[src/rtl/id_ex_stage.sv]
// id_ex_stage: decode/execute pipeline register for a MIPS-style core.
// Decodes the incoming instruction word into ALU controls and operands and
// registers them with stall (hold) and flush (bubble) control.
// Optional feature macro: FORWARD_EN -- when defined, adds the fwd_* write-back
// port and substitutes in-flight write data for matching source registers.
module id_ex_stage #(
    parameter int bit_size = 32
) (
    input  logic                clk,
    input  logic                rst,
    input  logic                stall,
    input  logic                flush,
    input  logic                in_valid,
    input  logic [31:0]         instr,
    input  logic [bit_size-1:0] rs_data,
    input  logic [bit_size-1:0] rt_data,
`ifdef FORWARD_EN
    input  logic                fwd_wr_en,
    input  logic [4:0]          fwd_wr_addr,
    input  logic [bit_size-1:0] fwd_wr_data,
`endif
    output logic [3:0]          ALUOp,
    output logic [bit_size-1:0] src1,
    output logic [bit_size-1:0] src2,
    output logic [4:0]          shamt,
    output logic [4:0]          rd_addr,
    output logic                reg_write,
    output logic                is_branch,
    output logic                out_valid,
    output logic                illegal
);

    localparam int PW = 4 + 2 * bit_size + 5 + 5 + 4;

    logic [5:0]          opcode;
    logic [5:0]          funct;
    logic [bit_size-1:0] op1;
    logic [bit_size-1:0] op2;
    logic [bit_size-1:0] imm_sext;
    logic [bit_size-1:0] imm_zext;

    logic [3:0]          dec_alu;
    logic                is_r;
    logic                is_i;
    logic                is_b;
    logic                use_sext;

    logic [bit_size-1:0] nxt_src1;
    logic [bit_size-1:0] nxt_src2;
    logic [4:0]          nxt_shamt;
    logic [4:0]          nxt_rd;
    logic                nxt_rw;
    logic                nxt_ill;

    logic [PW-1:0]       stage_d;
    logic [PW-1:0]       stage_q;

    assign opcode   = instr[31:26];
    assign funct    = instr[5:0];
    assign imm_sext = {{(bit_size-16){instr[15]}}, instr[15:0]};
    assign imm_zext = {{(bit_size-16){1'b0}}, instr[15:0]};

`ifdef FORWARD_EN
    // Substitute the in-flight write-back value for a matching non-zero source register
    always_comb begin
        op1 = rs_data;
        op2 = rt_data;
        if (fwd_wr_en && (fwd_wr_addr != 5'd0) && (fwd_wr_addr == instr[25:21])) begin
            op1 = fwd_wr_data;
        end
        if (fwd_wr_en && (fwd_wr_addr != 5'd0) && (fwd_wr_addr == instr[20:16])) begin
            op2 = fwd_wr_data;
        end
    end
`else
    logic unused_rs_field;
    assign unused_rs_field = ^instr[25:21];
    assign op1 = rs_data;
    assign op2 = rt_data;
`endif

    // Classify the instruction and pick the ALU operation code
    always_comb begin
        dec_alu  = 4'b0000;
        is_r     = 1'b0;
        is_i     = 1'b0;
        is_b     = 1'b0;
        use_sext = 1'b0;
        case (opcode)
            6'b000000: begin
                case (funct)
                    6'b100000: dec_alu = 4'b0001;
                    6'b100010: dec_alu = 4'b0010;
                    6'b100100: dec_alu = 4'b0011;
                    6'b100101: dec_alu = 4'b0100;
                    6'b100110: dec_alu = 4'b0101;
                    6'b100111: dec_alu = 4'b0110;
                    6'b101010: dec_alu = 4'b0111;
                    6'b000000: dec_alu = 4'b1000;
                    6'b000010: dec_alu = 4'b1001;
                    default:   dec_alu = 4'b0000;
                endcase
                is_r = (dec_alu != 4'b0000);
            end
            6'b001000: begin is_i = 1'b1; use_sext = 1'b1; dec_alu = 4'b0001; end
            6'b001010: begin is_i = 1'b1; use_sext = 1'b1; dec_alu = 4'b0111; end
            6'b001100: begin is_i = 1'b1; dec_alu = 4'b0011; end
            6'b001101: begin is_i = 1'b1; dec_alu = 4'b0100; end
            6'b001110: begin is_i = 1'b1; dec_alu = 4'b0101; end
            6'b000100: begin is_b = 1'b1; dec_alu = 4'b1010; end
            6'b000101: begin is_b = 1'b1; dec_alu = 4'b1011; end
            default:   dec_alu = 4'b0000;
        endcase
    end

    // Build operand/destination fields; unrecognised encodings leave everything zero
    always_comb begin
        nxt_src1  = '0;
        nxt_src2  = '0;
        nxt_shamt = 5'd0;
        nxt_rd    = 5'd0;
        if (is_r) begin
            nxt_src1  = op1;
            nxt_src2  = op2;
            nxt_shamt = instr[10:6];
            nxt_rd    = instr[15:11];
        end else if (is_i) begin
            nxt_src1 = op1;
            nxt_src2 = use_sext ? imm_sext : imm_zext;
            nxt_rd   = instr[20:16];
        end else if (is_b) begin
            nxt_src1 = op1;
            nxt_src2 = op2;
        end
        nxt_rw  = (is_r || is_i) && (nxt_rd != 5'd0);
        nxt_ill = !(is_r || is_i || is_b);
        stage_d = {dec_alu, nxt_src1, nxt_src2, nxt_shamt, nxt_rd,
                   nxt_rw, is_b, 1'b1, nxt_ill};
    end

    // Pipeline register: reset clears, flush or an invalid load inserts a bubble, stall holds
    always_ff @(posedge clk or posedge rst) begin
        if (rst) begin
            stage_q <= '0;
        end else if (flush || (!stall && !in_valid)) begin
            stage_q <= '0;
        end else if (!stall) begin
            stage_q <= stage_d;
        end
    end

    assign {ALUOp, src1, src2, shamt, rd_addr, reg_write, is_branch, out_valid, illegal} = stage_q;

endmodule
[config.mk]
export PLATFORM = sky130hd
export DESIGN_NAME = id_ex_stage
export DESIGN_NICKNAME = d
export VERILOG_FILES = /design/src/rtl/id_ex_stage.sv
export SDC_FILE = /design/constraint.sdc
export NUM_CORES = 1
export LEC_CHECK = 0
export ABC_AREA = 0
export BUFFER_PORTS_ARGS = -buffer_cell sky130_fd_sc_hd__clkbuf_2
export CAP_MARGIN = 10
export CORE_UTILIZATION = 40
export CTS_CLUSTER_DIAMETER = 40
export DETAILED_ROUTE_END_ITERATION = 6
export PLACE_DENSITY = 0.79
export SETUP_SLACK_MARGIN = 0.3
export SLEW_MARGIN = 20
export SYNTH_ARGS = -nofsm -noshare
export SYNTH_HDL_FRONTEND = slang
export SYNTH_SLANG_ARGS = --single-unit
[constraint.sdc]
create_clock -name clk -period 3.57 [get_ports clk]
set_input_delay 0.714 -clock clk [delete_from_list [all_inputs] [get_ports clk]]
set_output_delay 0.714 -clock clk [all_outputs]
set_load 0.05 [all_outputs]
Word level (Yosys, flattened, before mapping)
Cells that the tools add are included.
{"block": "classes", "mul": 0, "shifts": 0, "eq_ne": 16, "reduce_logical": 15, "n_mux": 19, "bitwise_logic": 0, "div_mod_pow": 0, "n_addsub": 0, "magnitude_cmp": 0}
{"cell": "32-bit 2-to-1 mux", "count": 7}
{"cell": "82-bit 2-to-1 mux", "count": 2}
{"cell": "6-bit == test, second input constant", "count": 7}
{"cell": "4-bit case mux with 9 select lines", "count": 1}
{"cell": "4-bit case mux with 8 select lines", "count": 1}
{"cell": "6-bit by 4-bit == test with 1-bit output, second input constant", "count": 5}
{"cell": "5-bit 2-to-1 mux", "count": 3}
{"cell": "6-bit by 3-bit == test with 1-bit output, second input constant", "count": 2}
{"cell": "6-bit logical NOT", "count": 2}
{"cell": "6-bit by 2-bit == test with 1-bit output, second input constant", "count": 1}
{"cell": "5-bit nonzero test", "count": 1}
{"cell": "5-bit OR reduction", "count": 1}
{"cell": "1-bit 2-to-1 mux", "count": 4}
{"cell": "4-bit 2-to-1 mux", "count": 1}
{"cell": "4-bit nonzero test", "count": 1}
{"cell": "2-bit OR reduction", "count": 2}
{"cell": "1-bit logical NOT", "count": 3}
{"cell": "1-bit logical OR", "count": 3}
{"cell": "1-bit logical AND", "count": 2}
{"cell": "2-bit by 1-bit != test with 1-bit output, second input constant", "count": 1}
{"block": "totals", "n_memories": 0, "output_inout_bits": 82, "regBits": 82, "in_bits": 101, "romBits": 0, "wordCells": 51, "ramBits": 0, "latchBits": 0}

Depth between registers and ports, before layout
Gate-level depths: netlist (run 1).
{"block": "depth", "ltp_word": 10, "depth_mapped": 6, "depth_no_buf": 4}

Worst setup path after synthesis (run 1)
Ideal clock, no wire load.
{"block": "synth_path", "path_kind": "input -> register", "startpoint": "input instr[27]", "endpoint": "register stage_q[3]", "setup_ns": 0.137, "setup_slack_ns": 1.156, "stages": 6, "arrival_ns": 2.277, "required_ns": 3.433, "path_buffers": 2, "path_cell_list": "buf_6 -> or4_4 -> or4_4 -> buf_6 -> a2111oi_2 -> a311oi_2"}
{"block": "synth_between", "elab_chain_cells": 9, "elab_cells_between_ends": 16, "classes_between": "5 x eq/ne; 6 x mux; 5 x reduce/logical"}
{"element": "from (decl)", "line": "14", "text": "input logic [31:0] instr,"}
{"element": "6-bit by 4-bit == test with 1-bit output", "line": "89", "text": "case (opcode)"}
{"element": "5-bit OR reduction (no line)"}
{"element": "1-bit 2-to-1 mux", "line": "89"}
{"element": "5-bit 2-to-1 mux", "line": "127", "text": "end else if (is_i) begin"}
{"element": "5-bit 2-to-1 mux", "line": "122", "text": "if (is_r) begin"}
{"element": "5-bit nonzero test", "line": "135", "text": "nxt_rw = (is_r || is_i) && (nxt_rd != 5'd0);"}
{"element": "1-bit logical AND *", "line": "135"}
{"element": "82-bit 2-to-1 mux *", "line": "147", "text": "end else if (!stall) begin"}
{"element": "82-bit 2-to-1 mux *", "line": "145", "text": "end else if (flush || (!stall && !in_valid)) begin"}
{"element": "to (signal assigned)", "line": "148", "text": "stage_q <= stage_d;"}
{"element": "to (decl)", "line": "56", "text": "logic [PW-1:0] stage_q;"}
Every way passes the cells marked *; elsewhere a longest branch is shown, timed or not. The select of a mux whose other input is x is not followed.
A chain may end at the register's enable or synchronous reset.

Final worst setup path (run 1)
{"block": "layout_path", "startpoint": "input instr[27]", "endpoint": "register stage_q[42]"}
{"block": "layout_between", "elab_chain_cells": 8, "elab_cells_between_ends": 21, "classes_between": "7 x eq/ne; 10 x mux; 4 x reduce/logical"}
{"element": "6-bit by 3-bit == test with 1-bit output or 6-bit by 4-bit == test with 1-bit output (tied branches)", "line": "89"}
{"element": "2-bit OR reduction (no line)"}
{"element": "1-bit 2-to-1 mux", "line": "89"}
{"element": "32-bit 2-to-1 mux, on equally long branches", "line": "131, 129"}
{"element": "32-bit 2-to-1 mux", "line": "127"}
{"element": "32-bit 2-to-1 mux *", "line": "122"}
{"element": "82-bit 2-to-1 mux *", "line": "147"}
{"element": "82-bit 2-to-1 mux *", "line": "145"}
Marked as above.

==> impl_metrics.prom, run 1 <==
# TYPE chip_impl_metric gauge
chip_impl_info{name="run_status",value="finished, final reports clean"} 1
chip_impl_metric{name="clock_tree.buffer_depth",unit=""} 2
chip_impl_metric{name="cap_violations",unit=""} 0
chip_impl_info{name="synthDominantAreaCellType",value="dfrtp_1"} 1
chip_impl_metric{name="clk_pin_slew",unit="ns"} 0.10
chip_impl_metric{name="place_inst",unit=""} 660
chip_impl_metric{name="drt_drc_violations_left",unit=""} 0
chip_impl_metric{name="fin_util",unit="%"} 53.88
chip_impl_metric{name="start_util",unit="%"} 40.91
chip_impl_info{name="worst_setup_path_start_kind",value="input pin"} 1
chip_impl_metric{name="cts.htree.levels",unit=""} 3
chip_impl_info{name="crit_slowest_cell",value="or4_4"} 1
chip_impl_metric{name="area_occupied_by_multi_input_gates",unit="µm²"} 1594
chip_impl_info{name="regMostFlops",value="stage_q"} 1
chip_impl_metric{name="finalSetupViolations",unit=""} 0
chip_impl_metric{name="via_count",unit=""} 3588
chip_impl_metric{name="total_buffers_and_inverters_traversed_by_the_critical_path",unit=""} 1
chip_impl_metric{name="port_buffer_cells",unit=""} 177
chip_impl_metric{name="overflow",unit=""} 0
chip_impl_metric{name="clock_insertion_delay_worst_skew",unit="ns"} 0.34
chip_impl_metric{name="num_antenna_cells",unit=""} 0
chip_impl_metric{name="final_hold_vio_count",unit=""} 0
chip_impl_metric{name="drt_first_iter_violations",unit=""} 209
chip_impl_info{name="synth-main-ff-cell",value="dfrtp_1"} 1
chip_impl_metric{name="static_leakage_power",unit="nW"} 2.461
chip_impl_metric{name="timing.critical_path.required",unit="ns"} 3.82
chip_impl_metric{name="post_synthesis_sequential_area_ratio",unit="%"} 54.54
chip_impl_info{name="cts_tree",value="done"} 1
chip_impl_metric{name="synthDominantCellAreaShare",unit="%"} 54.54
chip_impl_info{name="crit_type",value="in -> reg"} 1
chip_impl_metric{name="first_global_vias",unit=""} 3341
chip_impl_metric{name="critPathMaxStageDelay",unit="ns"} 0.56
chip_impl_info{name="top_regs",value="stage_q (82)"} 1
chip_impl_metric{name="clock_skew",unit="ns"} 0
chip_impl_metric{name="critical_path_peak_fanout",unit=""} 32
chip_impl_metric{name="finalWirelength",unit="mm"} 10.34
chip_impl_metric{name="dieHeight",unit="µm"} 98.99
chip_impl_metric{name="syn_to_final_growth",unit="%"} 31.69
chip_impl_info{name="ctsRootBufferMaster",value="clkbuf_8"} 1
chip_impl_metric{name="clock_sinks",unit=""} 82
chip_impl_metric{name="register_area",unit="µm²"} 2052
chip_impl_metric{name="synth_edf_count",unit=""} 0
chip_impl_metric{name="post_synth_instance_area",unit="µm²"} 3762
chip_impl_metric{name="syn_nets",unit=""} 499
chip_impl_metric{name="first_pass_grt_wire_length",unit="mm"} 16.53
chip_impl_info{name="yosysMostFrequentCell",value="nand2_1"} 1
chip_impl_metric{name="detailedPlacementHpwl",unit="mm"} 7.459
chip_impl_metric{name="num_rows",unit=""} 35
chip_impl_metric{name="tritoncts.num_buffers",unit=""} 9
chip_impl_info{name="critical_path.endpoint_type",value="flip-flop"} 1
chip_impl_info{name="worst_path_top_cell_family_by_delay",value="simple AND/OR/NAND/NOR gates"} 1
chip_impl_metric{name="yosys_warnings",unit=""} 0
chip_impl_metric{name="final_critical_path_share_of_the_clock_period",unit="%"} 65.64
chip_impl_metric{name="avgRoutedWirePerCell",unit="µm"} 15.27
chip_impl_metric{name="max_freq",unit="MHz"} 426.7
chip_impl_info{name="worst_setup_path_startpoint",value="instr[27]"} 1
chip_impl_metric{name="largest_reg_flops",unit=""} 82
chip_impl_metric{name="netlist-cell-type-count",unit=""} 49
chip_impl_metric{name="crit_arrival",unit="ns"} 2.59
chip_impl_info{name="synthTopCellsByArea",value="dfrtp_1 55%, nand2_1 10%, o21ai_0 8.9%"} 1
chip_impl_metric{name="ctsResizeCount",unit=""} 0
chip_impl_metric{name="number_of_i_o_pins",unit=""} 183
chip_impl_metric{name="postCtsSetupRepairBufs",unit=""} 0
chip_impl_metric{name="worst-slew-pin-transition",unit="ns"} 0.7508
chip_impl_metric{name="global_route.usage.total",unit="%"} 21.30
chip_impl_metric{name="route.detailed.vias_per_inst",unit=""} 5.300
chip_impl_info{name="yosys-top-cells-count",value="102 x nand2_1, 82 x dfrtp_1, 67 x o21ai_0"} 1
chip_impl_metric{name="final_slew_violations",unit=""} 0
chip_impl_metric{name="grt_max_degree",unit=""} 76
chip_impl_metric{name="design.die.area",unit="µm²"} 9798
chip_impl_metric{name="async_flop_share",unit="%"} 100.0
chip_impl_info{name="grt_setup_unrepaired",value="no"} 1
chip_impl_metric{name="cellPowerDensity",unit="nW/µm²"} 373.2
chip_impl_metric{name="num-fill-cells",unit=""} 891
chip_impl_info{name="cp_cell_sequence",value="clkbuf_2 -> or4_4 -> nor3_1 -> a21oi_4 -> o21ai_0"} 1
chip_impl_metric{name="die_width",unit="µm"} 98.99
chip_impl_metric{name="tns",unit="ns"} 0
chip_impl_metric{name="core_region_area",unit="µm²"} 9196
chip_impl_metric{name="post_synth.cell_area_avg",unit="µm²"} 9.453
chip_impl_metric{name="final_cell_count_no_fill",unit=""} 677
chip_impl_info{name="hold_class",value="in -> async"} 1
chip_impl_metric{name="slew_headroom",unit="%"} 49.84
chip_impl_metric{name="drive_above_1_share",unit="%"} 38.69
chip_impl_metric{name="worst_hold_slack",unit="ns"} 0.4032
chip_impl_metric{name="vdd_ir_drop_max",unit="mV"} 0.2079
chip_impl_info{name="r2r_start",value="stage_q[3]"} 1
chip_impl_metric{name="grt_antenna_before_repair",unit=""} 0
chip_impl_metric{name="num-nets-final",unit=""} 662
chip_impl_metric{name="flip_flop_and_latch_count_after_synthesis",unit=""} 82
chip_impl_metric{name="firstDrtPassIters",unit=""} 4
chip_impl_metric{name="synth_cells",unit=""} 398
chip_impl_metric{name="gp_congestion",unit=""} 0.8798
chip_impl_metric{name="holdBufCountCts",unit=""} 0
chip_impl_metric{name="finalWorstPathRequiredPeriod",unit="ns"} 2.343
chip_impl_metric{name="antenna_left",unit=""} 0
## worst paths after layout
check / endpoint / slack (ns) / cells after the start
setup / recovery: stage_q[42] / 1.23 / 5
hold / removal: stage_q[49] / 0.40 / 2
setup reg to reg: stage_q[3] / 2.25 / 3
hold reg to reg: stage_q[60] / 0.49 / 2
max in group asynchronous: stage_q[10] / 2.39 / 3
min in group clk: stage_q[60] / 0.49 / 2
## worst register-to-register path, delay by kind of cell, from the launching register on
kind           cells  cell delay, ns
AO/OA/AOI/OAI      3            0.77
flip-flops         1            0.43
## cell families (layout without fill, tap and decap cells)
| logic type | after synthesis | count (layout) | synth area share [%] |
|---|---|---|---|
| AOI/OAI and AO/OA | 140 | 140 | 23.81 |
| and+or+nand+nor | 137 | 137 | 16.83 |
| DFF | 82 | 82 | 54.54 |
| buffers and inverters | 36 | 204 | 4.057 |
| muxes | 2 | 2 | 0.5321 |
| xor gates and xnor gates | 1 | 1 | 0.2328 |
## cell type report
cell class / instances / share of cell area [%]
timing repair buffer: 185 / 19.17
inverter: 3 / 0.2525
clock buffer: 9 / 2.500
clock inverter: 7 / 1.692
tap: 111 / 2.803
multi-input combinational: 280 / 32.17
sequential: 82 / 41.41
## where the power goes
group | internal (mW) | switching (mW)
clock network | 0.337 | 0.366
logic | 0.0696 | 0.137
registers | 0.935 | 0.00433
## cells in the final DEF, fill, tap and decap left out, types with 4 or more instances in the layout
| master | n |
|---|---|
| a21o_1 | 5 |
| a21oi_1 | 20 |
| a22o_1 | 5 |
| a22oi_1 | 11 |
| a32o_1 | 7 |
| a32oi_1 | 6 |
| buf_4 | 7 |
| clkbuf_2 | 177 |
| clkbuf_8 | 9 |
| dfrtp_1 | 82 |
| nand2_1 | 102 |
| nand2b_1 | 4 |
| o21ai_0 | 67 |
## stage by stage
| step | total power [mW] | instance area [µm²] | setup WS (ns) |
|---|---|---|---|
| CTS | 1.871 | 4943 | 1.068 |
| floorplan | 1.070 | 3762 | 0.7476 |
| detailed placement | 1.165 | 4736 | 0.7030 |
| global route | 1.928 | 4955 | 1.146 |
| global placement | 1.159 | 4728 | 0.7613 |
| finish | 1.849 | 4955 | 1.227 |
## metal layers
metal	track usage [%]	routed length, µm	part of all wire [%]	up-vias
met5	0	0	0	-
met4	6.429	114	1.1	0
met3	5.177	673	6.5	13
met2	35.50	5071	49	138
met1	27.48	4476	43	1698
li1	-	-	-	1739
Note: power is estimated with default switching activity, not from simulation.
==> run 2, diff against run 1 <==
Clock period 3.57 ns to 2.25 ns, I/O delays scaled along.
==> run 2 against run 1 <==
Via count grew 1.6%. Sequential share of layout area shrank 1.2 points. Non-clock buffer count grew 10. Hold slack lost 0.20 ns.
==> impl_metrics.prom, run 2 (synthesis results as in run 1) <==
# TYPE chip_impl_metric gauge
chip_impl_metric{name="max_freq",unit="MHz"} 540.7
chip_impl_metric{name="grt_antenna_before_repair",unit=""} 0
chip_impl_metric{name="clock_tree.buffer_depth",unit=""} 2
chip_impl_metric{name="worst_hold_slack",unit="ns"} 0.2010
chip_impl_metric{name="fin_util",unit="%"} 55.44
chip_impl_metric{name="design.die.area",unit="µm²"} 9798
chip_impl_metric{name="core_region_area",unit="µm²"} 9196
chip_impl_info{name="run_status",value="finished, final reports clean"} 1
chip_impl_metric{name="finalSetupViolations",unit=""} 0
chip_impl_info{name="ctsRootBufferMaster",value="clkbuf_8"} 1
chip_impl_info{name="cp_cell_sequence",value="clkbuf_2 -> or4_4 -> or4_4 -> nor3_2 -> a21o_1"} 1
chip_impl_metric{name="clk_pin_slew",unit="ns"} 0.09
chip_impl_metric{name="critical_path_peak_fanout",unit=""} 6
chip_impl_metric{name="first_global_vias",unit=""} 3356
chip_impl_metric{name="vdd_ir_drop_max",unit="mV"} 0.3374
chip_impl_metric{name="die_width",unit="µm"} 98.99
chip_impl_metric{name="clock_insertion_delay_worst_skew",unit="ns"} 0.34
chip_impl_metric{name="crit_arrival",unit="ns"} 2.14
chip_impl_metric{name="avgRoutedWirePerCell",unit="µm"} 15.51
chip_impl_info{name="mostFrequentLayoutCell",value="clkbuf_2"} 1
chip_impl_info{name="worst_setup_path_startpoint",value="instr[31]"} 1
chip_impl_info{name="cts_tree",value="done"} 1
chip_impl_metric{name="drive_above_1_share",unit="%"} 39.93
chip_impl_metric{name="firstDrtPassIters",unit=""} 5
chip_impl_metric{name="cap_violations",unit=""} 0
chip_impl_metric{name="dieHeight",unit="µm"} 98.99
chip_impl_metric{name="overflow",unit=""} 0
chip_impl_info{name="critical_path.endpoint_type",value="flip-flop"} 1
chip_impl_metric{name="clock_sinks",unit=""} 82
chip_impl_metric{name="grt_max_degree",unit=""} 83
chip_impl_metric{name="slew_headroom",unit="%"} 51.30
chip_impl_metric{name="start_util",unit="%"} 40.91
chip_impl_metric{name="num-nets-final",unit=""} 672
chip_impl_metric{name="antenna_left",unit=""} 0
chip_impl_metric{name="num_rows",unit=""} 35
chip_impl_metric{name="worst-slew-pin-transition",unit="ns"} 0.7289
chip_impl_metric{name="cts.htree.levels",unit=""} 3
chip_impl_metric{name="finish.instance_area",unit="µm²"} 5099
chip_impl_info{name="hold_class",value="in -> async"} 1
chip_impl_metric{name="port_buffer_cells",unit=""} 177
chip_impl_metric{name="clock_skew",unit="ns"} 0
chip_impl_metric{name="drt_first_iter_violations",unit=""} 120
chip_impl_metric{name="first_pass_grt_wire_length",unit="mm"} 16.93
chip_impl_metric{name="postCtsSetupRepairBufs",unit=""} 0
chip_impl_metric{name="post_dp_cell_area",unit="µm²"} 4851
chip_impl_metric{name="tritoncts.num_buffers",unit=""} 9
chip_impl_metric{name="largest_reg_flops",unit=""} 82
chip_impl_metric{name="final_hold_vio_count",unit=""} 0
chip_impl_metric{name="num_antenna_cells",unit=""} 0
chip_impl_metric{name="global_route.usage.total",unit="%"} 22.08
chip_impl_metric{name="final_critical_path_share_of_the_clock_period",unit="%"} 82.20
chip_impl_info{name="final_cell_mix",value="177 x clkbuf_2, 102 x nand2_1, 82 x dfrtp_1, 67 x o21ai_0, 20 x a21oi_1"} 1
chip_impl_info{name="crit_slowest_cell",value="or4_4"} 1
chip_impl_metric{name="totalPowerFinal",unit="mW"} 3.077
chip_impl_info{name="top_regs",value="stage_q (82)"} 1
chip_impl_metric{name="drt_drc_violations_left",unit=""} 0
chip_impl_info{name="grt_setup_unrepaired",value="no"} 1
chip_impl_metric{name="static_leakage_power",unit="nW"} 2.528
chip_impl_metric{name="critPathMaxStageDelay",unit="ns"} 0.53
chip_impl_metric{name="timing.critical_path.required",unit="ns"} 2.54
chip_impl_metric{name="number_of_i_o_pins",unit=""} 183
chip_impl_metric{name="finalWirelength",unit="mm"} 10.65
chip_impl_metric{name="syn_to_final_growth",unit="%"} 35.52
chip_impl_info{name="regMostFlops",value="stage_q"} 1
chip_impl_metric{name="final_slew_violations",unit=""} 0
chip_impl_metric{name="route.detailed.vias_per_inst",unit=""} 5.304
chip_impl_info{name="crit_type",value="in -> reg"} 1
chip_impl_metric{name="finalWorstPathRequiredPeriod",unit="ns"} 1.849
chip_impl_info{name="r2r_start",value="stage_q[3]"} 1
chip_impl_metric{name="tns",unit="ns"} 0
chip_impl_info{name="worst_setup_path_start_kind",value="input pin"} 1
chip_impl_info{name="cpMostUsedCell",value="or4_4"} 1
chip_impl_metric{name="gp_congestion",unit=""} 0.8432
chip_impl_metric{name="detailedPlacementHpwl",unit="mm"} 7.574
chip_impl_metric{name="cellPowerDensity",unit="nW/µm²"} 603.6
chip_impl_metric{name="via_count",unit=""} 3644
run 2: metal layers:
metal / vias up / wire length, µm / global-route usage (%)
met4: 0 / 187 / 7.348
met5: - / 0 / 0
met2: 169 / 5016 / 34.53
met3: 14 / 774 / 5.603
met1: 1711 / 4676 / 29.99
li1: 1750 / - / -
run 2: what timing repair did:
action,CTS,global route
setup endpoints to repair,32,2
gates cloned,0,0
hold buffers,0,0
resized for setup,1,1
run 2: critical path, delay by kind of cell:
kind | cells | cell delay, ns
and+or+nand+nor | 3 | 1.39
AOI/OAI and AO/OA | 1 | 0.18
buffers and inverters | 1 | 0.11
run 2: worst paths after layout:
path                                    end  slack, ns  cells after the start
worst max register to register   stage_q[3]       1.01                      3
worst max-delay path             stage_q[6]       0.40                      5
worst min-delay path            stage_q[69]       0.20                      3
min in group clk                stage_q[46]       0.31                      3
max in group asynchronous       stage_q[17]       1.71                      3
worst min register to register  stage_q[46]       0.49                      2
run 2: area by class of cell:
type	instances	area, µm²
Fill cell	833	4098
Tap cell	111	138.9
Inverter	3	15.01
Multi-Input combinational cell	280	1612
Timing Repair Buffer	195	1046
Clock inverter	6	97.59
Sequential cell	82	2052
Clock buffer	10	137.6
run 2: stage by stage:
step / worst slack, ns / cells
detailed placement: -0.2848 / 671
global placement: -0.1305 / 671
floorplan: 0.1745 / 398
global route: 0.3052 / 687
CTS: 0.3850 / 687
finish: 0.4005 / 687
run 2: power by group:
part / switching, mW / internal, mW
registers: 0.00663 / 1.48
logic: 0.223 / 0.126
clock network: 0.567 / 0.671
total: 0.797 / 2.28
